## src/rtl/sklansky_adder_pipe_pkg.sv

```systemverilog
// Shared prefix-adder helpers: extended generate/propagate formation.
// Purely combinational; no latency.
// No handshake of its own; callers own flow control.
package sklansky_adder_pipe_pkg;

  // Widest operand the shared helper handles; tops zero-extend into it.
  // A top using it must keep WIDTH strictly below this value.
  localparam int PG_MAX_W = 128;

  // Returns {p, g}, each PG_MAX_W+1 bits. Bit 0 carries cin as a
  // generate with no propagate, so the prefix tree needs no separate carry-in.
  function automatic logic [2*PG_MAX_W+1:0] pg_ext(
    input logic [PG_MAX_W-1:0] a,
    input logic [PG_MAX_W-1:0] b,
    input logic                cin
  );
    logic [PG_MAX_W:0] g;
    logic [PG_MAX_W:0] p;
    g = {a & b, cin};
    p = {a ^ b, 1'b0};
    return {p, g};
  endfunction

endpackage

```

## src/rtl/sklansky_block.sv

```systemverilog
// Sklansky parallel-prefix network producing group generate G[k] over bits k..0.
// Combinational; ceil(log2(N)) black-cell levels.
// No handshake; sits between pipeline registers.
module sklansky_block #(
  parameter int N = 33
) (
  input  logic [N-1:0] g,
  input  logic [N-1:0] p,
  output logic [N-1:0] grp_g
);

  localparam int LEVELS = (N > 1) ? $clog2(N) : 1;

  logic [N-1:0] gv;
  logic [N-1:0] pv;

  // Level l: every bit with bit l of its index set absorbs the group ending
  // at the top of the lower half-block. That source bit never updates at the
  // same level, so updating in place is order-independent.
  always_comb begin
    gv = g;
    pv = p;
    for (int l = 0; l < LEVELS; l++) begin
      for (int i = 0; i < N; i++) begin
        if (((i >> l) & 1) == 1) begin
          gv[i] = gv[i] | (pv[i] & gv[((i >> l) << l) - 1]);
          pv[i] = pv[i] & pv[((i >> l) << l) - 1];
        end
      end
    end
  end

  assign grp_g = gv;

endmodule

```

## src/rtl/sklansky_adder_pipe.sv

```systemverilog
// Two-stage pipelined WIDTH-bit adder: PG formation -> S1 regs -> Sklansky tree -> S2 regs.
// Latency 2 clk edges from acceptance to out_valid; one result per cycle at full rate.
// Backpressure: S2 holds under out_ready=0, S1 still fills, then in_ready drops.
module sklansky_adder_pipe
  import sklansky_adder_pipe_pkg::*;
#(
  parameter int WIDTH = 32
) (
  input  logic             clk,
  input  logic             rst_n,
  input  logic             in_valid,
  output logic             in_ready,
  input  logic [WIDTH-1:0] a,
  input  logic [WIDTH-1:0] b,
  input  logic             cin,
  output logic             out_valid,
  input  logic             out_ready,
  output logic [WIDTH-1:0] sum,
  output logic             cout
);

  logic [PG_MAX_W-1:0]       a_ext;
  logic [PG_MAX_W-1:0]       b_ext;
  logic [WIDTH:0]            g_ext;
  logic [WIDTH:0]            p_ext;
  logic [PG_MAX_W-WIDTH-1:0] g_unused;
  logic [PG_MAX_W-WIDTH-1:0] p_unused;

  logic             s1_valid;
  logic [WIDTH:0]   s1_g;
  logic [WIDTH:0]   s1_p;
  logic [WIDTH-1:0] s1_h;
  logic             s2_valid;
  logic [WIDTH:0]   grp_g;
  logic             s2_adv;
  logic             in_fire;

  assign a_ext = {{(PG_MAX_W-WIDTH){1'b0}}, a};
  assign b_ext = {{(PG_MAX_W-WIDTH){1'b0}}, b};
  assign {p_unused, p_ext, g_unused, g_ext} = pg_ext(a_ext, b_ext, cin);

  assign s2_adv    = s1_valid & (~s2_valid | out_ready);
  assign in_ready  = ~s1_valid | s2_adv;
  assign in_fire   = in_valid & in_ready;
  assign out_valid = s2_valid;

  // Stage 1: capture extended PG and half-sum on input handshake.
  always_ff @(posedge clk or negedge rst_n) begin
    if (!rst_n) begin
      s1_valid <= 1'b0;
      s1_g     <= '0;
      s1_p     <= '0;
      s1_h     <= '0;
    end else begin
      s1_valid <= in_fire | (s1_valid & ~s2_adv);
      if (in_fire) begin
        s1_g <= g_ext;
        s1_p <= p_ext;
        s1_h <= a ^ b;
      end
    end
  end

  sklansky_block #(
    .N(WIDTH + 1)
  ) u_prefix (
    .g     (s1_g),
    .p     (s1_p),
    .grp_g (grp_g)
  );

  // Stage 2: carry into bit i is the group generate ending at extended bit i.
  always_ff @(posedge clk or negedge rst_n) begin
    if (!rst_n) begin
      s2_valid <= 1'b0;
      sum      <= '0;
      cout     <= 1'b0;
    end else begin
      s2_valid <= s2_adv | (s2_valid & ~out_ready);
      if (s2_adv) begin
        sum  <= s1_h ^ grp_g[WIDTH-1:0];
        cout <= grp_g[WIDTH];
      end
    end
  end

endmodule

```

## config.mk

```make
export PLATFORM = sky130hd
export DESIGN_NAME = sklansky_adder_pipe
export DESIGN_NICKNAME = d
export VERILOG_FILES = /design/src/rtl/sklansky_adder_pipe_pkg.sv /design/src/rtl/sklansky_block.sv /design/src/rtl/sklansky_adder_pipe.sv
export SDC_FILE = /design/constraint.sdc
export NUM_CORES = 1
export LEC_CHECK = 0
export BUFFER_PORTS_ARGS = -buffer_cell sky130_fd_sc_hd__clkbuf_2
export CAP_MARGIN = 20
export CORE_MARGIN = 2
export CORE_UTILIZATION = 45
export DETAILED_ROUTE_END_ITERATION = 12
export GPL_TIMING_DRIVEN = 0
export PLACE_DENSITY = 0.81
export SLEW_MARGIN = 20
export SYNTH_ARGS = -nofsm -noshare
export SYNTH_HDL_FRONTEND = slang
export SYNTH_SLANG_ARGS = --single-unit
```

## constraint.sdc

```tcl
create_clock -name clk -period 2.11 [get_ports clk]
set_input_delay 0.422 -clock clk [delete_from_list [all_inputs] [get_ports clk]]
set_output_delay 0.422 -clock clk [all_outputs]
set_load 0.02 [all_outputs]
```

==> results of run 1 <==
-- through the flow --
step / cell area [um^2] / setup TNS, ns
after global routing: 6440 / -2.81
final: 6440 / -1.03
after floorplan: 5120 / 0
after CTS: 6360 / -0.976
after global placement: 5810 / -73.62
after detailed placement: 5850 / -18.83
-- synthesized netlist by cell type (2+ instances only) --
cell type    n
mux2i_1      3
o311ai_0     3
dfrtp_1    100
inv_1        6
and2_1       2
a21oi_1     20
o21ai_0     25
a221o_1      2
a21o_1       9
ha_1        38
xnor2_1      5
clkbuf_1    15
a211o_1      2
nor3b_1      3
nor2_1      17
nand2b_1     5
o31ai_1      4
mux2_2      65
xor2_1       9
o21a_1       3
and3_1       6
nand3_1      2
nor4_1       2
a31oi_1      5
or2_2        2
and4_1       3
o211ai_1     3
nand4_1      4
nor3_1       9
or3_1        3
nand2_1     51
-- logic make-up (layout without fill, tap and decap cells) --
| group | count (synthesis) | count (layout) |
|---|---|---|
| AND/OR/NAND/NOR | 114 | 114 |
| flip-flops | 100 | 100 |
| AO/OA/AOI/OAI | 88 | 88 |
| multiplexers | 69 | 69 |
| adder cells (fa/ha/maj) | 38 | 38 |
| buffers and inverters | 22 | 158 |
| XOR/XNOR | 14 | 14 |
-- final cells by class --
| cell class | count | area (um^2) | share of cell area |
|---|---|---|---|
| multi-input cells | 323 | 2670 | 0.414 |
| flip-flops and latches | 100 | 2500 | 0.389 |
| repair buffers | 121 | 686 | 0.106 |
| clock buffers | 13 | 250 | 0.0389 |
| well taps | 140 | 175 | 0.0272 |
| clock inverters | 3 | 68.8 | 0.0107 |
| plain buffers | 15 | 66.3 | 0.0103 |
| inverters | 6 | 22.5 | 0.00350 |
-- per-layer routing --
| metal | up-vias | wire length [um] | global-route usage |
|---|---|---|---|
| met4 | 0 | 296 | 0.0825 |
| met1 | 1977 | 5270 | 0.276 |
| li1 | 1878 | - | - |
| met2 | 163 | 6470 | 0.363 |
| met5 | - | 0 | 0 |
| met3 | 19 | 759 | 0.0361 |
-- what timing repair did --
action	CTS	global route
hold buffers	1	0
setup endpoints to repair	68	54
endpoints found under the hold margin	11	0
buffers inserted	12	4
gates resized for setup	26	17
pin swaps	21	7
-- where the power goes --
part / internal, uW / switching [uW] / leakage, uW / total [uW]
clock: 1080 / 720 / 0.000154 / 1800
combinational: 965 / 1220 / 0.00175 / 2180
sequential: 2360 / 414 / 0.00122 / 2780
total: 4410 / 2350 / 0.00312 / 6760
-- sequential cells by signal (all words and copies together), names as in the netlist --
| register | count |
|---|---|
| s1_g | 33 |
| s1_h | 32 |
| sum | 32 |
| cout | 1 |
| out_valid | 1 |
| s1_valid | 1 |
-- worst min path at each step --
stage / startpoint / to / slack, ns / cells after the start
floorplan: rst_n / cout$_DFFE_PN0P_ / 0.13 / 0
global placement: sum[0]$_DFFE_PN0P_ / sum[0]$_DFFE_PN0P_ / 0.46 / 2
detailed placement: rst_n / sum[0]$_DFFE_PN0P_ / 0.27 / 1
CTS: in_valid / s1_valid$_DFF_PN0_ / 0.28 / 2
global route: in_valid / s1_valid$_DFF_PN0_ / 0.29 / 2
finish: in_valid / s1_valid$_DFF_PN0_ / 0.28 / 2
==> flow_summary.json, run 1 <==
{
  "r2r_slack_ns": -0.17,
  "h-tree-depth": 3,
  "fillers": 868,
  "fin_hold_ws_ns": 0.282,
  "seq_area_frac_synth": 0.489,
  "first_global_vias": 4163,
  "layout_common_cells": "clkbuf_2, dfrtp_1, mux2_2, nand2_1, ha_1",
  "fin_crit_sh": 1.08,
  "yosys_warnings": 0,
  "rsz0062_at_grt": "yes",
  "clock_path_buffers": 2,
  "maxSlewViolCount": 0,
  "avgSynthCellArea_um2": 11.5,
  "synth_nets": 552,
  "cts-root-buf": "clkbuf_16",
  "drive_gt1_frac": 0.406,
  "antenna_found_initial": 0,
  "layout.cells.non_filler": 721,
  "diodes": 0,
  "die_w_um": 111,
  "dp_hpwl_um": 8930,
  "synthAdderAreaFrac": 0.0929,
  "netlist_top_cells_area": "dfrtp_1, mux2_2, ha_1",
  "port_buffers": 103,
  "path_max_fanout": 6,
  "synth.distinct_cells": 50,
  "slowest_stage": "dfrtp_1",
  "core_area_um2": 11000,
  "cp_top_family": "compound AO/OA/AOI/OAI gates",
  "layout_commonest_cell": "clkbuf_2",
  "worst_slew_pin_slew_ns": 0.659,
  "crit_path_start_kind": "register",
  "critical_path.startpoint": "s1_h[8]$_DFFE_PN0P_",
  "start_util": 0.466,
  "antenna_left": 0,
  "core.rowCount": 38,
  "period_minus_slack_ns": 2.28,
  "ys_ff_latch": 100,
  "crit_chain": "a21o_1 > a221o_1 > a41oi_2 > o21ai_4 > buf_4 > a221oi_4 > xnor2_1 > mux2_4",
  "power.total_uw": 6760,
  "reg2reg_depth": 8,
  "grt_max_degree": 90,
  "synth.area.mux_share": 0.152,
  "overflow": 0,
  "synth_area_um2": 5120,
  "clk_pin_slew_ns": 0.07,
  "required_ns": 2.34,
  "p_per_area_nw_per_um2": 1050,
  "synth_compound_area_frac": 0.119,
  "numCtsBuffers": 9,
  "hold_class": "in -> reg",
  "syn2layout_area_growth_pct": 25.8,
  "r2r-end": "sum[24]$_DFFE_PN0P_",
  "clock_skew_ns": 0.00740,
  "final_nets": 683,
  "max_freq_mhz": 438,
  "rr_startpoint": "s1_h[8]$_DFFE_PN0P_",
  "route.detailed.drc": 0,
  "endpoint_kind": "register",
  "arrival_ns": 2.51,
  "routed_via_density": 5.60,
  "ios": 104,
  "async_flop_share": 1.00,
  "dieArea_um2": 12200,
  "p_leak_uw": 0.00312,
  "synth_top_area_frac": 0.489,
  "cp-endpoint": "sum[24]$_DFFE_PN0P_",
  "dp_slack_ns": -0.409,
  "yosys.area_share.simple": 0.108,
  "worstSetupPathType": "reg -> reg",
  "yosys.area_share.xor_xnor": 0.0240,
  "synth_ff_type": "dfrtp_1",
  "clk_latency_ns": 0.35,
  "irDropWorstVdd_mv": 0.524,
  "wl_um": 12800,
  "setup_viol": 12,
  "critical-path-max-stage-delay_ns": 0.40,
  "final-hold-violation-count": 0,
  "place.gp.congestion": 0.868,
  "drv_cap": 0,
  "drt_iter0_markers": 258,
  "fin_ws_ns": -0.173,
  "synth_top_area_cell": "dfrtp_1",
  "fp.dieH_um": 111,
  "num_vias": 4037,
  "status": "complete, but fails checks",
  "fin_util": 0.586,
  "cp.depth": 8,
  "failed_checks": "setup timing",
  "cts_tree": "built",
  "grt_pass1_wl_um": 21000,
  "synth_top_family_by_area": "multiplexers",
  "path_buf_inv": 1,
  "synthCells": 445,
  "drtPass1Iterations": 6,
  "synth_edf_count": 0,
  "wl_per_cell_um": 17.8,
  "slew_headroom": 0.561,
  "cts.sinks": 100,
  "grt_usage": 0.214,
  "dp.cells": 689
}
No activity file was read; power rests on OpenSTA's default activity.
==> run 2, diff against run 1 <==
Settings changed: PLACE_DENSITY 0.81 to 0.78, SLEW_MARGIN 20 to default.
Clock period 2.11 ns to 2.3 ns, I/O delays scaled along.
==> run 2 against run 1 <==
  * The run now ends clean
  * Hold slack worse by 0.18 ns
  * Count of clock-buffer cells in the layout is 3 lower
  * Critical path depth is 3 higher
  * Register-to-register slack better by 0.22 ns
  * Critical endpoint is now sum[8]$_DFFE_PN0P_
==> flow_summary.json, run 2 (synthesized netlist as in run 1, its figures left out) <==
{
  "core.rowCount": 38,
  "fin_util": 0.567,
  "num_vias": 3938,
  "overflow": 0,
  "crit_chain": "ha_2 > o21ai_2 > a22oi_2 > buf_4 > a21o_1 > a21o_1 > a21o_1 > ha_2 > nor2_2 > xor2_1 > o21ai_1",
  "path_buf_inv": 1,
  "reg2reg_depth": 11,
  "routed_via_density": 5.55,
  "largest_reg_flops": 33,
  "drt_iter0_markers": 162,
  "critical-path-max-stage-delay_ns": 0.39,
  "drv_cap": 0,
  "status": "completed",
  "placed_area_um2": 5840,
  "numCtsBuffers": 9,
  "p_leak_uw": 0.00303,
  "worst_slew_pin_slew_ns": 0.664,
  "arrival_ns": 2.46,
  "clock_skew_ns": 0.00794,
  "place.gp.congestion": 0.885,
  "drive_gt1_frac": 0.382,
  "irDropWorstVdd_mv": 0.459,
  "finalInstanceArea_um2": 6220,
  "first_global_vias": 4024,
  "diodes": 0,
  "final-hold-violation-count": 0,
  "core_area_um2": 11000,
  "maxSlewViolCount": 0,
  "dp_hpwl_um": 8930,
  "layout_common_cells": "clkbuf_2, dfrtp_1, mux2_2, nand2_1, ha_1",
  "rr_startpoint": "s1_h[0]$_DFFE_PN0P_",
  "grt_max_degree": 68,
  "fin_crit_sh": 0.981,
  "route.detailed.drc": 0,
  "cts.sinks": 100,
  "p_per_area_nw_per_um2": 933,
  "required_ns": 2.51,
  "grt_pass1_wl_um": 19900,
  "crit_path_start_kind": "register",
  "setup_viol": 0,
  "rsz0062_at_grt": "yes",
  "slowest_stage": "dfrtp_1",
  "period_minus_slack_ns": 2.26,
  "cts_hold_repair.buffers": 0,
  "die_w_um": 111,
  "ios": 104,
  "grt_usage": 0.201,
  "clk_latency_ns": 0.35,
  "fillers": 908,
  "worstSetupPathType": "reg -> reg",
  "multiInputGateArea_um2": 2580,
  "hold_class": "in -> async",
  "cp_top_family": "compound AO/OA/AOI/OAI gates",
  "path_max_fanout": 2,
  "fp.dieH_um": 111,
  "cts_tree": "built",
  "fin_ws_ns": 0.0446,
  "dp_slack_ns": -0.333,
  "final_nets": 673,
  "cts-root-buf": "clkbuf_16",
  "endpoint_kind": "register",
  "r2r_slack_ns": 0.04,
  "max_freq_mhz": 443,
  "clk_pin_slew_ns": 0.07,
  "h-tree-depth": 3,
  "antenna_left": 0,
  "antenna_found_initial": 0,
  "port_buffers": 103,
  "syn2layout_area_growth_pct": 21.6,
  "regArea_um2": 2500,
  "clock_path_buffers": 2,
  "setup_tns_ns": 0,
  "largest_register": "s1_g",
  "top_regs": "s1_g: 33 flops, s1_h: 32 flops, sum: 32 flops",
  "slew_headroom": 0.557,
  "dieArea_um2": 12200,
  "wl_um": 12000,
  "r2r-end": "sum[8]$_DFFE_PN0P_",
  "cpMostUsedCell": "a21o_1",
  "drtPass1Iterations": 4,
  "start_util": 0.466,
  "layout_commonest_cell": "clkbuf_2",
  "wl_per_cell_um": 16.9
}
==> run 2: cell count changes in the layout (fill, tap and decap cells not counted), moves of 2 or more <==
| cell | previous run | this run |
|---|---|---|
| ha_4 | 2 | 0 |
| bufinv_16 | 2 | 0 |
| clkinv_2 | 0 | 2 |
| a21oi_1 | 16 | 18 |
| nand2_1 | 49 | 51 |
| buf_4 | 15 | 6 |
| ha_2 | 0 | 2 |
| clkbuf_2 | 110 | 107 |
| nand2_2 | 2 | 0 |
==> run 2: stage by stage <==
stage / hold WS, ns / total power, uW / cells
after floorplan: 0.164 / 3660 / 445
after global routing: 0.130 / 6150 / 710
after global placement: 0.468 / 4250 / 688
after detailed placement: 0.468 / 4330 / 689
after CTS: 0.107 / 5790 / 708
final: 0.0974 / 5810 / 710
==> run 2: routing by layer <==
metal / GRT usage / routed length [um] / up-vias
li1: - / - / 1869
met1: 0.255 / 5200 / 1943
met2: 0.345 / 6040 / 111
met3: 0.0410 / 570 / 15
met4: 0.0692 / 219 / 0
met5: 0 / 0 / -
==> run 2: how the worst max path moves through the flow <==
stage	cells after the start	startpoint	to
floorplan	10	s1_h[0]$_DFFE_PN0P_	cout$_DFFE_PN0P_
global placement	1	rst_n	sum[23]$_DFFE_PN0P_
detailed placement	10	s1_h[0]$_DFFE_PN0P_	sum[31]$_DFFE_PN0P_
CTS	11	s1_h[0]$_DFFE_PN0P_	sum[8]$_DFFE_PN0P_
global route	11	s1_h[0]$_DFFE_PN0P_	sum[8]$_DFFE_PN0P_
finish	11	s1_h[0]$_DFFE_PN0P_	sum[8]$_DFFE_PN0P_
==> run 2: timing repair <==
item | in CTS | in global routing
gates cloned | 0 | 0
setup buffers | 4 | 3
setup endpoints to repair | 12 | 53
resized for setup | 3 | 27
pin swaps | 3 | 8
==> run 2: worst register-to-register path: cells and delay by family (launching register included) <==
| family | cells | cell delay [ns] |
|---|---|---|
| AOI/OAI and AO/OA | 6 | 0.91 |
| DFF | 1 | 0.39 |
| adders and majority gates | 2 | 0.37 |
| xor gates and xnor gates | 1 | 0.18 |
| buffers and inverters | 1 | 0.17 |
| and+or+nand+nor | 1 | 0.10 |
==> run 2: final cells by class <==
class	instances	area share
Clock inverter	5	0.00563
Tap cell	140	0.0281
Clock buffer	10	0.0384
Inverter	6	0.00362
Multi-Input combinational cell	323	0.415
Buffer	15	0.0101
Sequential cell	100	0.402
Timing Repair Buffer	111	0.0967
==> run 2: report_power, final <==
group	internal (uW)	total [uW]	switching, uW
Clock	761	1410	652
Combinational	809	1840	1040
Sequential	2170	2550	382
Total	3740	5810	2070
==> run 3, diff against run 2 <==
Settings changed: BUFFER_PORTS_ARGS -buffer_cell sky130_fd_sc_hd__clkbuf_2 to default, DONT_BUFFER_PORTS from default to 1, PLACE_DENSITY 0.78 to 0.71, RECOVER_POWER from default to 100.
==> run 3 against run 2 <==
  * The run now ends with hold timing left
  * Clock skew up 0.0028 ns
  * Combinational power is 33% lower
  * Core utilization down 4.5 points
  * Cell area decreased by 7.9%
  * Largest power group unchanged
  * Cell count is 14% lower
  * Sequential power is 13% higher
==> flow_summary.json, run 3 (synthesized netlist as in run 1, its figures left out) <==
{
  "rr_startpoint": "s1_h[8]$_DFFE_PN0P_",
  "core.rowCount": 38,
  "clock_skew_ns": 0.0108,
  "fillers": 960,
  "crit_chain": "a21o_1 > a221o_1 > a41oi_2 > o21ai_4 > buf_4 > a211oi_4 > nor4_1 > or3_1",
  "slew_headroom": 0.557,
  "drtPass1Iterations": 4,
  "critical_path.startpoint": "s1_h[8]$_DFFE_PN0P_",
  "dp_hpwl_um": 8340,
  "wl_um": 11800,
  "clk_pin_slew_ns": 0.07,
  "antenna_found_initial": 0,
  "die_w_um": 111,
  "max_freq_mhz": 438,
  "worstSetupPathType": "reg -> reg",
  "grt_max_degree": 101,
  "p_leak_uw": 0.00263,
  "final-hold-violation-count": 100,
  "regArea_um2": 2500,
  "drt_iter0_markers": 172,
  "dieArea_um2": 12200,
  "path_max_fanout": 5,
  "endpoint_kind": "register",
  "final_nets": 575,
  "route.detailed.drc": 0,
  "num_vias": 3465,
  "crit_path_start_kind": "register",
  "maxSlewViolCount": 0,
  "numCtsBuffers": 9,
  "p_per_area_nw_per_um2": 983,
  "grt_pass1_wl_um": 19100,
  "rsz0062_at_grt": "yes",
  "grt_usage": 0.200,
  "cts-root-buf": "clkbuf_16",
  "routed_via_density": 5.65,
  "first_global_vias": 3590,
  "largest_register": "s1_g",
  "place.gp.congestion": 0.834,
  "start_util": 0.466,
  "cp_top_family": "compound AO/OA/AOI/OAI gates",
  "clock_path_buffers": 2,
  "required_ns": 2.53,
  "arrival_ns": 2.51,
  "status": "complete, but fails checks",
  "worst_slew_pin_slew_ns": 0.665,
  "failed_checks": "hold timing",
  "core_area_um2": 11000,
  "layout_common_cells": "dfrtp_1, mux2_2, nand2_1, ha_1, o21ai_0",
  "dp_slack_ns": -0.312,
  "fin_hold_ws_ns": -0.198,
  "multiInputGateArea_um2": 2570,
  "drv_cap": 0,
  "cts.sinks": 100,
  "diodes": 0,
  "drive_gt1_frac": 0.247,
  "fin_ws_ns": 0.0183,
  "layout_commonest_cell": "dfrtp_1",
  "clk_latency_ns": 0.35,
  "period_minus_slack_ns": 2.28,
  "h-tree-depth": 3,
  "largest_reg_flops": 33,
  "antenna_left": 0,
  "hold_class": "in -> async",
  "fin_crit_sh": 0.992,
  "critical-path-max-stage-delay_ns": 0.40,
  "path_buf_inv": 1,
  "syn2layout_area_growth_pct": 12.0,
  "wl_per_cell_um": 19.3,
  "top_regs": "s1_g: 33 flops, s1_h: 32 flops, sum: 32 flops",
  "cts_tree": "built",
  "irDropWorstVdd_mv": 0.480,
  "overflow": 0,
  "setup_viol": 0,
  "fp.dieH_um": 111,
  "setup_tns_ns": 0,
  "port_buffers": 0,
  "slowest_stage": "dfrtp_1",
  "ios": 104
}
[run 3: cell count changes in the layout (fill, tap and decap cells not counted), moves of 2 or more]
cell      previous run  this run
clkbuf_2           107         7
buf_4                6        12
clkinv_4             0         3
inv_6                2         0
o21ai_0             20        22
o21ai_1              4         2
[run 3: final cells by class]
class | count | share of cell area
multi-input combinational | 323 | 0.448
sequential | 100 | 0.437
clock buffer | 11 | 0.0423
tap | 140 | 0.0306
timing repair buffer | 12 | 0.0157
buffer | 16 | 0.0120
clock inverter | 5 | 0.0107
inverter | 6 | 0.00393
[run 3: timing repair]
| action | in CTS | in global routing |
|---|---|---|
| endpoints found under the setup margin | 59 | 17 |
| hold endpoints to repair | 100 | 100 |
| gates cloned | 0 | 0 |
| resized for setup | 13 | 8 |
| buffers inserted | 9 | 3 |
| pin swaps | 3 | 8 |
[run 3: report_power, final]
group	leakage, uW	internal, uW	total [uW]	switching (uW)
combinational	0.00126	627	1230	598
clock	0.000150	878	1540	665
sequential	0.00122	2170	2870	700
[run 3: per-layer routing]
metal	routed length [um]	vias to the layer above	global-route usage
met3	768	18	0.0623
met2	5710	95	0.325
met1	5090	1688	0.249
met5	0	-	0
met4	233	0	0.0783
li1	-	1664	-
[run 3: worst reg2reg max path, cell delays in order (launching register included)]
cell and delay [ns]:
dfrtp_1 0.40, a21o_1 0.19, a221o_1 0.36, a41oi_2 0.25, o21ai_4 0.10, buf_4 0.17
a211oi_4 0.24, nor4_1 0.07, or3_1 0.38
[run 3: path summary, 6_finish.rpt]
kind / to / slack, ns / cells after the start
min in group clk: s1_valid$_DFF_PN0_ / 0.22 / 1
min reg2reg: cout$_DFFE_PN0P_ / 0.51 / 2
max: sum[18]$_DFFE_PN0P_ / 0.02 / 8
max in group asynchronous: s1_valid$_DFF_PN0_ / 2.33 / 0
min: s1_g[3]$_DFFE_PN0P_ / -0.20 / 0
max reg2reg: sum[18]$_DFFE_PN0P_ / 0.02 / 8
[run 3: metrics by stage]
stage / power [uW] / instance area (um^2) / utilization / std cells
6_report: 5630 / 5730 / 0.522 / 613
5_1_grt: 5970 / 5730 / 0.522 / 613
4_1_cts: 5660 / 5690 / 0.518 / 610
3_5_place_dp: 4020 / 5290 / 0.482 / 585
3_3_place_gp: 3960 / 5290 / 0.482 / 585
2_1_floorplan: 3660 / 5120 / - / 445
